## config.mk

```make
export PLATFORM = sky130hd
export DESIGN_NAME = seg7_display_driver
export DESIGN_NICKNAME = d
export VERILOG_FILES = /design/src/rtl/seg7_pkg.sv /design/src/rtl/seg7_decode.sv /design/src/rtl/seg7_display_driver.sv
export SDC_FILE = /design/constraint.sdc
export NUM_CORES = 1
export LEC_CHECK = 0
export CORE_ASPECT_RATIO = 0.9
export CORE_MARGIN = 5
export CORE_UTILIZATION = 57
export CTS_CLUSTER_SIZE = 28
export DETAILED_ROUTE_END_ITERATION = 7
export HOLD_SLACK_MARGIN = 0.12
export PLACE_DENSITY_LB_ADDON = 0.1
export REMOVE_ABC_BUFFERS = 1
export SLEW_MARGIN = 20
export SYNTH_ARGS = -nofsm -noshare
export SYNTH_HDL_FRONTEND = slang
export SYNTH_SLANG_ARGS = --single-unit
export TNS_END_PERCENT = 1
```

## constraint.sdc

```tcl
create_clock -name clk -period 3.2 [get_ports clk]
set_input_delay 0.32 -clock clk [delete_from_list [all_inputs] [get_ports clk]]
set_output_delay 0.32 -clock clk [all_outputs]
set_load 0.01 [all_outputs]
```

## src/rtl/seg7_pkg.sv

```systemverilog
// seg7_pkg: shared types and constants for the 7-segment display driver.
//   state_e   : driver FSM states (BLANK, SHOW, LAMP)
//   SEG_BLANK : all segments and DP off
//   SEG_ALL   : all segments and DP on (lamp test)
//   HEX_SEG   : hex digit -> segments {g,f,e,d,c,b,a}, active-high
package seg7_pkg;

  typedef enum logic [1:0] {
    ST_BLANK = 2'd0,
    ST_SHOW  = 2'd1,
    ST_LAMP  = 2'd2
  } state_e;

  localparam logic [7:0] SEG_BLANK = 8'h00;
  localparam logic [7:0] SEG_ALL   = 8'hFF;

  // Packed table; entry 15 sits first in the concatenation.
  localparam logic [15:0][6:0] HEX_SEG = {
    7'h71, 7'h79, 7'h5E, 7'h39, 7'h7C, 7'h77, 7'h6F, 7'h7F,
    7'h07, 7'h7D, 7'h6D, 7'h66, 7'h4F, 7'h5B, 7'h06, 7'h3F
  };

endpackage

```

## src/rtl/seg7_decode.sv

```systemverilog
// seg7_decode: combinational hex digit to 7-segment lookup.
//   digit : 4-bit value 0x0-0xF
//   seg   : segments a..g on bits 0..6, active-high
module seg7_decode
  import seg7_pkg::*;
(
  input  logic [3:0] digit,
  output logic [6:0] seg
);

  assign seg = HEX_SEG[digit];

endmodule

```

## src/rtl/seg7_display_driver.sv

```systemverilog
// seg7_display_driver: holds a digit received over valid/ready and drives a
// registered 7-segment pattern with brightness PWM, a decimal point that
// blinks on the 1 Hz tick, and a lamp-test override.
//   clk, reset   : clock, synchronous active-high reset
//   digit_in     : 4-bit digit, qualified by digit_valid
//   digit_ready  : high when a digit can be accepted (not in lamp test)
//   tick_1hz     : one-cycle pulse per second, toggles DP while showing
//   brightness   : PWM duty; 0 = off, all-ones = always on
//   lamp_test    : level; forces all segments and DP on
//   seg_out      : registered {dp, g..a}, active-high
module seg7_display_driver
  import seg7_pkg::*;
#(
  parameter int PWM_BITS = 4
) (
  input  logic                clk,
  input  logic                reset,
  input  logic [3:0]          digit_in,
  input  logic                digit_valid,
  output logic                digit_ready,
  input  logic                tick_1hz,
  input  logic [PWM_BITS-1:0] brightness,
  input  logic                lamp_test,
  output logic [7:0]          seg_out
);

  localparam logic [PWM_BITS-1:0] PWM_ONE = {{(PWM_BITS-1){1'b0}}, 1'b1};

  state_e              state_q, state_d;
  logic [3:0]          digit_q, digit_d;
  logic                have_q, have_d;
  logic                dp_q, dp_d;
  logic [PWM_BITS-1:0] pwm_cnt_q, pwm_cnt_d;
  logic [7:0]          seg_out_q, seg_out_d;
  logic                accept;
  logic                pwm_on;
  logic [6:0]          seg_pat;

  seg7_decode u_decode (
    .digit (digit_q),
    .seg   (seg_pat)
  );

  always_comb begin
    state_d   = state_q;
    digit_d   = digit_q;
    have_d    = have_q;
    dp_d      = dp_q;
    pwm_cnt_d = pwm_cnt_q + PWM_ONE;
    seg_out_d = SEG_BLANK;

    digit_ready = (state_q != ST_LAMP);
    accept      = digit_valid & digit_ready;
    pwm_on      = (pwm_cnt_q < brightness) | (&brightness);

    // Ready is still high on the cycle lamp_test rises, so a digit offered
    // then is taken even though the state moves to LAMP.
    if (accept) begin
      digit_d = digit_in;
      have_d  = 1'b1;
    end

    // DP only blinks while a digit is being shown; it is frozen in LAMP.
    if (state_q == ST_SHOW && tick_1hz)
      dp_d = ~dp_q;

    case (state_q)
      ST_BLANK: begin
        if (lamp_test)   state_d = ST_LAMP;
        else if (accept) state_d = ST_SHOW;
      end
      ST_SHOW: begin
        if (lamp_test)   state_d = ST_LAMP;
      end
      ST_LAMP: begin
        if (!lamp_test)  state_d = have_q ? ST_SHOW : ST_BLANK;
      end
      default:           state_d = ST_BLANK;
    endcase

    // Output reflects the state registered at this edge, giving the
    // two-edge latency from an input event to seg_out.
    case (state_q)
      ST_LAMP:  seg_out_d = SEG_ALL;
      ST_SHOW:  seg_out_d = pwm_on ? {dp_q, seg_pat} : SEG_BLANK;
      default:  seg_out_d = SEG_BLANK;
    endcase
  end

  always_ff @(posedge clk) begin
    if (reset) begin
      state_q   <= ST_BLANK;
      digit_q   <= 4'h0;
      have_q    <= 1'b0;
      dp_q      <= 1'b0;
      pwm_cnt_q <= '0;
      seg_out_q <= SEG_BLANK;
    end else begin
      state_q   <= state_d;
      digit_q   <= digit_d;
      have_q    <= have_d;
      dp_q      <= dp_d;
      pwm_cnt_q <= pwm_cnt_d;
      seg_out_q <= seg_out_d;
    end
  end

  assign seg_out = seg_out_q;

endmodule

```

# Word level (Yosys, flattened, before mapping)
# Memories as Yosys holds them, arrays and structs flattened. A register that Yosys moved wholly into a read port is not among the register bits.
# Cells that the tools add are included.
# totals
mem_count	1
rom_bits	112
word_cells	34
output_inout_bits	9
inputBits	13
regBits	20
# mem_list
name	words	width	rd	rd_ports_with_merged_regs	wr	line_no	source
(name not given)	16	7	1	1	0	seg7_decode.sv:11	assign seg = HEX_SEG[digit];
# op_classes
mux	11
n_lt_le_gt_ge	2
n_reduce_logical	4
addsub	1
eq_ne	6
bitwise	3
# ops
op	n
$pmux 8 s2	1
$mux 2	4
$mux 4	2
$mux 8	1
$mux 7	1
$ne 2x2->1 const B	3
$pmux 2 s3	1
$lt 4x5->1 const B	1
$add 4x1->4 const B	1
$lt 4x4->1	1
$reduce_and 4->1	1
$ne 3x3->1 const B	1
$reduce_and 3->1	1
$eq 2x1->1 const B	1
$eq 2x2->1 const B	1
$logic_not 2->1	1
$and 1x1->1	1
$logic_and 1x1->1	1
$mux 1	1
$not 1->1	1
$or 1x1->1	1

# Depth between registers and ports, before layout
# Gate-level depths: netlist of run 1.
# depth
word_depth	5
mapped_depth	11
ltp_nobuf	10

# Modules after synthesis
# A second synthesis of run 1 with hierarchy kept.
# unflattened
hier_cells	134
area_unflattened_um2	1237.4
# by_module_without_submodules
mod	seq_area_each_um2	instances	area_per_inst_um2	cells_each
seg7_display_driver	400.4	1	947.2	101
seg7_decode	0.0	1	290.3	33

# Least setup slack after synthesis of run 1
# No wires, ideal clock.
# synth_path
kind	reg2reg
startpoint	register state_q[0]
endpoint	register, netlist name seg_pat[6]
arrival_ps	2083
required_ps	3128
period_less_slack_ps	2155
path_buffers	0
setup_time_ps	72
stages_incl_launch_ff	9
slack_ps	1045
path_cell_list	dfxtp_1 > inv_1 > ha_1 > or4bb_1 > o21ai_1 > inv_1 > ha_1 > mux2_2 > a2bb2oi_1
# synth_lines
item	line_no	source
start: declaration	seg7_display_driver.sv:29	state_e state_q, state_d;
start signal: assignment	seg7_display_driver.sv:99	state_q <= state_d;

==> results of run 1 <==
worst reg2reg max path, cell delays in order, from the launching register on:
cell,delay (ns)
dfxtp_1,0.44
inv_1,0.09
ha_1,0.35
nor2b_1,0.43
mux2i_1,0.17
nor2_1,0.27
inv_1,0.16
ha_1,0.27
mux2_4,0.29
a2bb2oi_2,0.12
per-stage QoR:
stage	utilization, %	area (um^2)	hold WS, ns	cells
3_5_place_dp	67.9	1650	0.433	193
2_1_floorplan	-	1380	0.389	141
5_1_grt	69.1	1680	0.504	197
4_1_cts	69.1	1680	0.467	197
3_3_place_gp	67.9	1650	0.431	193
6_report	69.1	1680	0.466	197
power breakdown:
| part | internal [uW] | total [uW] | switching, uW |
|---|---|---|---|
| clock | 47.8 | 150 | 102 |
| combinational | 180 | 384 | 204 |
| sequential | 396 | 431 | 34.5 |
per-layer routing:
| layer | up-vias | wire length [um] |
|---|---|---|
| met3 | 2 | 154 |
| met5 | - | 0 |
| met4 | 0 | 17 |
| li1 | 572 | - |
| met2 | 28 | 1410 |
| met1 | 533 | 1270 |
Yosys cell counts:
master	instances
inv_1	14
clkbuf_1	3
mux2_4	2
a22oi_1	1
and2_4	1
buf_2	2
buf_6	1
nand2b_1	5
a21oi_1	12
nand2_1	3
o2111ai_1	8
buf_1	1
a311oi_1	1
nand3_1	2
a31oi_1	8
mux2i_1	6
nor2b_1	5
a221oi_2	1
a211o_1	1
nand4bb_1	1
or4bb_1	1
a2bb2oi_2	1
xor2_1	3
xnor2_1	1
mux2_2	1
o21ai_0	2
a2bb2oi_1	3
ha_1	15
or3_1	1
dfxtp_1	27
buf_4	1
nor3_1	2
nor2_1	10
a222oi_1	1
o21ai_1	2
flip-flops by register name, summed over array words and instances (netlist names):
signal / count
seg_out: 8
pwm_cnt_q: 4
state_q: 2
seg_pat: 7
have_q: 1
digit_q: 4
dp_q: 1
cell families after synthesis:
logic type      count (synthesis)  synth area share (%)
compound gates                 41                  20.5
xor+xnor                        4                  2.47
fa+ha+maj                      15                  13.2
buf+inv                        22                  6.78
flops                          27                  38.0
mux                             9                  7.13
simple gates                   31                  11.9
layout make-up:
| type | instances | area, um^2 |
|---|---|---|
| Sequential cell | 27 | 541 |
| Clock buffer | 3 | 22.5 |
| Multi-Input combinational cell | 100 | 785 |
| Clock inverter | 1 | 7.51 |
| Inverter | 14 | 52.6 |
| Fill cell | 218 | 749 |
| Timing Repair Buffer | 24 | 233 |
| Tap cell | 28 | 35.0 |
how the worst min path moves through the flow:
stage	from	endpoint	depth (start not counted)
2_1_floorplan	reset	state_q[0]	1
3_3_place_gp	pwm_cnt_q[0]	pwm_cnt_q[0]	1
3_5_place_dp	pwm_cnt_q[0]	pwm_cnt_q[0]	1
4_1_cts	pwm_cnt_q[0]	pwm_cnt_q[0]	1
5_1_grt	pwm_cnt_q[0]	pwm_cnt_q[0]	1
6_report	pwm_cnt_q[0]	pwm_cnt_q[0]	1
==> impl_metrics.py, run 1 <==
metrics = {
    "clock_tree": {
        "clkTransAtPathRegs_ns": 0.15,
        "cts_sinks": 27,
        "cts_buffers": 3,
        "clockBufferDepth": 2,
        "ctsResizeCount": 0,
        "cts_root_buf": "clkbuf_4",
        "tritoncts": "built",
        "h-tree-depth": 1,
        "cts_hold_buf": 0,
        "insertion_delay_ns": 0.32,
        "post_cts_buffers": 0,
    },
    "sta": {
        "fin_setup_tns_ns": 0,
        "finalHoldViolCount": 0,
        "max_freq_mhz": 381,
        "relSlewSlack_pct": 43.6,
        "fin_crit_ns": 2.62,
        "tightest_slew_ns": 0.840,
        "skew_ns": 0.00383,
        "layout_setup_ws_ns": 0.575,
        "timing.final.crit_share_pct": 82.0,
        "drv_slew": 0,
        "setup_viol": 0,
        "rsz0062_at_grt": "no",
    },
    "power": {
        "fin_total_pwr_uw": 965,
        "leakagePower_uw": 0.000689,
        "irDropWorstVdd_mv": 0.477,
        "powerDensity_mw_per_mm2": 576,
    },
    "worst_setup_path": {
        "path_buf_inv": 2,
        "cp-startpoint": "state_q[0]",
        "path_max_fanout": 13,
        "crit_slowest_cell": "dfxtp_1",
        "worstRegToRegCells": 9,
        "arrival_ns": 2.90,
        "ff2ff_setup_slack_ns": 0.58,
        "crit_cells": 9,
        "slowest_delay_ns": 0.44,
        "worstSetupPathType": "reg -> reg",
        "worstPathCellList": "inv_1 -> ha_1 -> nor2b_1 -> mux2i_1 -> nor2_1 -> inv_1 -> ha_1 -> mux2_4 -> a2bb2oi_2",
        "worstSetupStartpointType": "flop",
        "worstPathRequired_ns": 3.47,
        "critPathCapture": "seg_pat[5]",
        "rr_endpoint": "seg_pat[5]",
        "cp_top_family": "simple AND/OR/NAND/NOR gates",
        "crit_path_end_kind": "flop",
        "reg2reg_from": "state_q[0]",
    },
    "final_layout": {
        "drive_above_1_share_pct": 7.69,
        "syn_to_final_growth_pct": 17.9,
        "final_common_cell": "dfxtp_1",
        "fin_nets": 198,
        "final_cell_mix": "dfxtp_1 (27), clkdlybuf4s50_1 (21), ha_1 (15)",
        "diodes": 0,
    },
    "die": {
        "die_x_um": 62.6,
        "initial_core_util_pct": 58.6,
        "core_area_mm2": 0.00242,
        "fp.dieH_um": 57.4,
        "die_area_mm2": 0.00359,
        "rows": 17,
        "ios": 22,
    },
    "run_status": {
        "status": "complete, no violations",
    },
    "synthesis": {
        "ys_seq_area_share_pct": 38.0,
        "synth_top_area_cell": "dfxtp_1",
        "yosysWarnings": 0,
        "synth_seq_cells": 27,
        "synth_top_area_share_pct": 38.0,
        "syn_avg_cell_area_um2": 9.54,
        "netlist_area_mm2": 0.00142,
        "synth_area_leaders": "dfxtp_1 (38%), ha_1 (13%), o2111ai_1 (4.9%)",
        "yosysUniqueCellTypes": 35,
        "synth_cells": 149,
    },
    "place": {
        "dpl.hpwl_um": 2120,
        "post-place-ws_ns": 0.654,
        "place.gp.congestion": 0.812,
        "io_buffer_count": 21,
    },
    "routing": {
        "drt_first_pass_iters": 5,
        "drtIter0Drc": 34,
        "vias_per_cell": 5.76,
        "drcViolationCount": 0,
        "final_antenna_net_count": 0,
        "avgRoutedWirePerCell_um": 14.5,
        "wl_um": 2860,
        "vias": 1135,
    },
    "job": {
        "max_cap_violations": 0,
    },
    "global_route": {
        "met1_usage_pct": 19.5,
        "grt_pass1_wl_um": 5030,
        "grt.total_usage_pct": 17.1,
        "use_met3_pct": 5.71,
        "grt_max_degree": 20,
        "grt_pass1_vias": 1158,
        "antenna_found_initial": 0,
        "grt-ovfl-total": 0,
        "grt_busiest_layer": "met2",
        "met2_usage_pct": 31.4,
    },
    "min_path": {
        "holdCritPathClass": "reg -> reg",
    },
}
Power figures use the tool's default switching activity.
==> run 2, diff against run 1 <==
- CORE_UTILIZATION: 57 -> 47
- clock period: 3.2 -> 2.4 ns (I/O delays scaled with it)
==> run 2 against run 1 <==
Cell count up 10%. Clock skew up 0.011 ns. Fmax up 18%. Cell area up 3.8%. Sequential power up 33%. Count of clock-buffer cells in the layout unchanged. Critical path depth down 1. Setup slack worse by 0.40 ns. First-iteration DRC count down 2.9%. Sequential share of layout area down 1.1 points. Largest power group unchanged. Total power up 37%. Non-clock buffer count up 6.
==> impl_metrics.py, run 2 (synthesis gave the netlist of run 1 again) <==
metrics = {
    "clock_tree": {
        "tritoncts": "built",
        "cts_hold_buf": 0,
        "clkTransAtPathRegs_ns": 0.16,
        "insertion_delay_ns": 0.34,
        "ctsResizeCount": 0,
        "cts_buffers": 3,
        "h-tree-depth": 1,
        "clockBufferDepth": 2,
        "cts_root_buf": "clkbuf_4",
        "cts_sinks": 27,
        "post_cts_buffers": 0,
    },
    "power": {
        "p_sw_share_pct": 35.2,
        "fin_total_pwr_uw": 1320,
        "powerDensity_mw_per_mm2": 758,
        "clkPwrFrac_pct": 15.5,
        "intPower_uw": 854,
        "seqPwrFrac_pct": 43.5,
        "irDropWorstVdd_mv": 0.424,
        "leakagePower_uw": 0.000721,
        "power_switching_uw": 465,
        "combPwrFrac_pct": 41.0,
    },
    "worst_setup_path": {
        "cp-startpoint": "state_q[0]",
        "path_max_fanout": 6,
        "crit_path_end_kind": "flop",
        "worstPathCellList": "inv_1 -> ha_1 -> or4bb_1 -> o21ai_1 -> inv_1 -> ha_1 -> mux2_2 -> a2bb2oi_1",
        "slowest_delay_ns": 0.51,
        "worstPathRequired_ns": 2.68,
        "worstSetupPathType": "reg -> reg",
        "reg2reg_from": "state_q[0]",
        "arrival_ns": 2.50,
        "worstSetupStartpointType": "flop",
        "crit_slowest_cell": "or4bb_1",
    },
    "die": {
        "core_area_mm2": 0.00297,
        "ios": 22,
        "fp.dieH_um": 62.2,
        "die_x_um": 68.0,
        "initial_core_util_pct": 47.8,
        "die_area_mm2": 0.00423,
        "rows": 19,
    },
    "sta": {
        "whs_ns": 0.481,
        "drv_slew": 0,
        "skew_ns": 0.0152,
        "rsz0062_at_grt": "no",
        "fin_crit_ns": 2.22,
        "timing.final.crit_share_pct": 92.6,
        "finalHoldViolCount": 0,
        "setup_viol": 0,
        "layout_setup_ws_ns": 0.178,
        "max_freq_mhz": 450,
        "relSlewSlack_pct": 61.6,
        "tightest_slew_ns": 0.576,
    },
    "place": {
        "placedCellCount": 213,
        "place.gp.congestion": 0.890,
        "post-place-ws_ns": 0.0965,
        "io_buffer_count": 21,
        "dpl.hpwl_um": 2170,
    },
    "final_layout": {
        "final_cell_mix": "dfxtp_1 (26), clkdlybuf4s50_1 (21), ha_1 (15)",
        "drive_above_1_share_pct": 11.4,
        "syn_to_final_growth_pct": 22.4,
        "final_common_cell": "dfxtp_1",
        "fin_util_pct": 58.5,
        "largest_reg_flops": 8,
        "fin_nets": 204,
        "diodes": 0,
        "instances_no_fill": 217,
    },
    "global_route": {
        "grt_max_degree": 20,
        "grt-ovfl-total": 0,
        "grt.total_usage_pct": 15.0,
        "antenna_found_initial": 0,
        "grt_pass1_wl_um": 5110,
        "grt_pass1_vias": 1223,
    },
    "routing": {
        "vias": 1157,
        "drt_first_pass_iters": 4,
        "drtIter0Drc": 33,
        "wl_um": 2810,
        "vias_per_cell": 5.33,
        "final_antenna_net_count": 0,
        "drcViolationCount": 0,
        "avgRoutedWirePerCell_um": 12.9,
    },
    "min_path": {
        "hold_start": "pwm_cnt_q[0]",
        "holdCritPathClass": "reg -> reg",
    },
    "job": {
        "max_cap_violations": 0,
    },
    "run_status": {
        "status": "complete, no violations",
    },
}
[run 2: metal layers]
layer  track usage (%)  vias up  part of all wire (%)
li1                  -      581                     -
met1              17.3      553                    45
met2              25.8       21                    50
met3              4.68        2                   4.2
met4              4.71        0                  0.71
met5                 0        -                     0
[run 2: worst max-delay path, delay by kind of cell (launching register included)]
kind	cells	cell delay, ns
AND/OR/NAND/NOR	1	0.51
buffers and inverters	2	0.20
adder cells (fa/ha/maj)	2	0.49
flip-flops	1	0.40
AO/OA/AOI/OAI	2	0.31
multiplexers	1	0.27
[run 2: metrics by stage]
stage          setup TNS [ns]  cell area (um^2)
2_1_floorplan          -0.424              1380
3_3_place_gp                0              1710
3_5_place_dp                0              1710
4_1_cts                     0              1740
5_1_grt                     0              1740
6_report                    0              1740
[run 2: final timing paths]
kind                       end  slack (ns)  cells after the start
setup / recovery    seg_pat[6]        0.18                      8
hold / removal    pwm_cnt_q[0]        0.48                      1
setup reg to reg    seg_pat[6]        0.18                      8
hold reg to reg   pwm_cnt_q[0]        0.48                      1
[run 2: layout make-up]
type,count,area (um^2)
well taps,42,52.6
flip-flops and latches,27,542
fillers,276,1230
clock inverters,1,7.51
inverters,14,52.6
repair buffers,30,278
clock buffers,3,22.5
multi-input cells,100,785
[run 2: power by group through the flow]
stage	registers (uW)	logic (uW)	clock network (uW)
6_report	573	541	205
5_1_grt	584	602	233
4_1_cts	572	540	210
3_5_place_dp	583	537	0
3_3_place_gp	578	518	0
2_1_floorplan	584	335	0
==> run 3, diff against run 2 <==
- CAP_MARGIN: not set -> 20
==> results of run 3 <==
Same layout as run 2: the final DEF is identical, and so are final timing and power.
==> variant 1: new RTL, flow settings as in run 1 <==
The parameter `PWM_BITS` goes from 4 to 6.
--- a/src/rtl/seg7_display_driver.sv
+++ b/src/rtl/seg7_display_driver.sv
@@ -12,5 +12,5 @@
   import seg7_pkg::*;
 #(
-  parameter int PWM_BITS = 4
+  parameter int PWM_BITS = 6
 ) (
   input  logic                clk,
Ports: changed (resized brightness); port bits go from 22 to 24. No check against the original RTL was run, so the function may have changed too.
==> variant 1 against run 1 <==
- highest routed layer unchanged
- power increased by 1.9%
- routed wire length decreased by 2.3%
- non-clock buffer count is the same
- synthesized area increased by 9.3%
- final cell count is 14% higher
- cell area is 11% higher
- utilization grew 0.47 points
- largest power group unchanged
- setup slack better by 0.015 ns
- combinational power down 36%
- largest cell class unchanged
- sequential power fell by 0.9%
- sequential cell count rose by 2
==> variant 1: results <==
set metrics [dict create \
    count_of_multi_input_gates 118 \
    worst-endpoint-arrival_ns 2.87 \
    worstHoldStart "seg_pat[3]" \
    layout-drive-gt1-share 0.0876 \
    first_pass_grt_wire_length_microns 5090 \
    yosys.area_share.xor_xnor 0.0338 \
    total_of_fill_cells_in_the_finished_design 207 \
    htree_num_levels 2 \
    leakage_nw 0.789 \
    yosysUniqueCellTypes 36 \
    layout.buffer.nonclock.area_share 0.128 \
    synth_compound_area_frac 0.152 \
    leading_cell_types_by_count_after_synthesis "29 x sky130_fd_sc_hd__dfxtp_1, 17 x sky130_fd_sc_hd__ha_1, 15 x sky130_fd_sc_hd__inv_1" \
    timing.hold.worst_endpoint "seg_out[3]" \
    gp_congestion 0.834 \
    achievable-frequency_ghz 0.383 \
    cts-root-to-sink-buffers 2 \
    design.seq.count 29 \
    run_status "finished clean" \
    dr.first_iter.drc_count 53 \
    drtPass1Iterations 4 \
    worstReg2RegEnd "seg_pat[3]" \
    whs_path_depth 2 \
    fin_hold_ws_ns 0.478 \
    multi_input_area_share 0.465 \
    cts.reportedPaths.clkPinSlew_ns 0.10 \
    yosys-mux-area-fraction 0.0676 \
    number_of_buffers_created_by_cts 5 \
    final_net_count 225 \
    synth-adder-area-share 0.137 \
    io_buffer_count 23 \
    nNonClkInverters 15 \
    seq-cell-share 0.311 \
    worst_setup_path_endpoint "seg_pat[3]" \
    post_place_setup_slack_ns 0.614 \
    post_drt_via_cell_ratio 5.37 \
    hpwlAfterDp_microns 2030 \
    max-vdd-ir-drop_mv 0.391 \
    clock_buffer_count 7 \
    worst-path-max-fanout 8 \
    layout.clock.cell_area_share 0.0456 \
    synthTopCellsByArea "sky130_fd_sc_hd__dfxtp_1 37%, sky130_fd_sc_hd__ha_1 14%, sky130_fd_sc_hd__a31oi_1 3.6%, sky130_fd_sc_hd__inv_1 3.6%, sky130_fd_sc_hd__o21ai_0 3.5%" \
    global_route.usage.total 0.171 \
    fraction_of_power_spent_switching_nets 0.273 \
    final.setup_skew_ns 0.0133 \
    place_area_sq_mm 0.00178 \
    post_synth.cell_area_avg_sq_um 9.14 \
    slowest_delay_ns 0.42 \
    synth_sequential_area_ratio 0.374 \
    tightestPinTransition_ns 0.812 \
    reg2reg_slack_ns 0.59 \
    grt_max_degree 20 \
    drt-total-wl_microns 2790 \
]
## variant 1: per-layer routing
metal  share of wire  wire, microns  vias to the layer above  track usage
met5               0              0                        -            0
met4           0.018             51                        0       0.0828
met3           0.044            124                        7       0.0550
met2            0.45           1250                       22        0.286
met1            0.49           1360                      547        0.199
li1                -              -                      627            -
## variant 1: per-stage QoR
step	std cells	utilization
after floorplan	162	-
after global placement	216	0.664
after detailed placement	216	0.664
after CTS	224	0.696
after global routing	224	0.696
final	224	0.696
## variant 1: critical path, delay by kind of cell (launching register included)
family / cells / cell delay [ns]
and+or+nand+nor: 2 / 0.70
DFF: 1 / 0.42
adders and majority gates: 2 / 0.59
buffers and inverters: 2 / 0.28
muxes: 3 / 0.58
## variant 1: power groups by stage
stage               logic (mW)  registers (mW)  clock network (mW)
floorplan                0.156           0.436                   0
global placement         0.235           0.433                   0
detailed placement       0.241           0.435                   0
CTS                      0.246           0.427               0.317
global route             0.276           0.432               0.332
finish                   0.246           0.427               0.311
==> variant 2: new RTL, flow settings as in run 1 <==
Without the edit above. Reset style: asynchronous (`reset`), changed in one clocked block. Comments in the files are not updated.
--- a/src/rtl/seg7_display_driver.sv
+++ b/src/rtl/seg7_display_driver.sv
@@ -88,5 +88,5 @@
   end
 
-  always_ff @(posedge clk) begin
+  always_ff @(posedge clk or posedge reset) begin
     if (reset) begin
       state_q   <= ST_BLANK;
Check against the original RTL: differs if reset is asserted again (counterexample within 4 cycles, from zero or initial values and one cycle with reset high); with reset held inactive, the same outputs for 10 cycles.
==> variant 2 against run 1 <==
- final cell count is 19% lower
- sequential cell count decreased by 7
- combinational power rose by 26%
- routed wire length decreased by 26%
- cell area fell by 15%
- setup slack better by 0.60 ns
- synthesized area shrank 20%
- power up 12%
==> variant 2: results <==
set metrics [dict create \
    synth-adder-area-share 0.154 \
    first_pass_grt_wire_length_microns 3760 \
    synthTopCellsByArea "sky130_fd_sc_hd__dfrtp_1 44%, sky130_fd_sc_hd__ha_1 15%, sky130_fd_sc_hd__o21ai_0 3.9%, sky130_fd_sc_hd__inv_1 3.6%, sky130_fd_sc_hd__nand2_1 3.6%" \
    power.clock.fraction 0.190 \
    dr_wl_met2_microns 1050 \
    holdCritPathClass "primary input to async pin" \
    met3_length_microns 140 \
    cts.reportedPaths.clkPinSlew_ns 0.12 \
    run_status "finished clean" \
    synth_compound_area_frac 0.169 \
    fin_hold_ws_ns 0.441 \
    power.density_mw_per_mm2 761 \
    leading_cell_types_by_count_after_synthesis "20 x sky130_fd_sc_hd__dfrtp_1, 14 x sky130_fd_sc_hd__ha_1, 11 x sky130_fd_sc_hd__inv_1, 11 x sky130_fd_sc_hd__nand2_1, 9 x sky130_fd_sc_hd__o21ai_0" \
    origin_of_the_critical_flop_to_flop_path "state_q[0]" \
    reg2regPathDepth 4 \
    share_of_flip_flops_with_an_asynchronous_set_or_reset 1.00 \
    drt-total-wl_microns 2100 \
    timing.final.ws_setup_ns 1.17 \
    dominantRegCellSynth "sky130_fd_sc_hd__dfrtp_1" \
    dr.first_iter.drc_count 10 \
    yosysUniqueCellTypes 31 \
    final_net_count 163 \
    synth_sequential_area_ratio 0.439 \
    reg2reg_slack_ns 1.52 \
    worst-endpoint-arrival_ns 1.71 \
    yosys-mux-area-fraction 0.0482 \
    post_drt_via_cell_ratio 5.44 \
    gp_congestion 0.838 \
    tightestPinTransition_ns 0.749 \
    switchingPower_uw 394 \
    grt.met1_usage 0.184 \
]
==> variant 2: area by class of cell <==
class	instances	area (sq um)	area share
Timing Repair Buffer	21	210	0.148
Sequential cell	20	500	0.352
Clock inverter	1	30.0	0.0211
Clock buffer	3	22.5	0.0158
Inverter	11	41.3	0.0290
Multi-Input combinational cell	79	587	0.412
Tap cell	25	31.3	0.0220
==> variant 2: through the flow <==
step | util | instances | cell area, sq um
after floorplan | - | 110 | 1130
after global placement | 0.716 | 156 | 1370
after detailed placement | 0.716 | 156 | 1370
after CTS | 0.743 | 160 | 1420
after global routing | 0.743 | 160 | 1420
final | 0.743 | 160 | 1420
==> variant 2: worst max-delay path by stage <==
stage / from / end / cells after the start
CTS: state_q[0] / digit_ready / 4
global route: state_q[0] / digit_ready / 4
finish: state_q[0] / digit_ready / 4
global placement: brightness[3] / seg_out[6] / 7
floorplan: state_q[0] / state_q[1] / 4
detailed placement: brightness[1] / seg_out[0] / 7
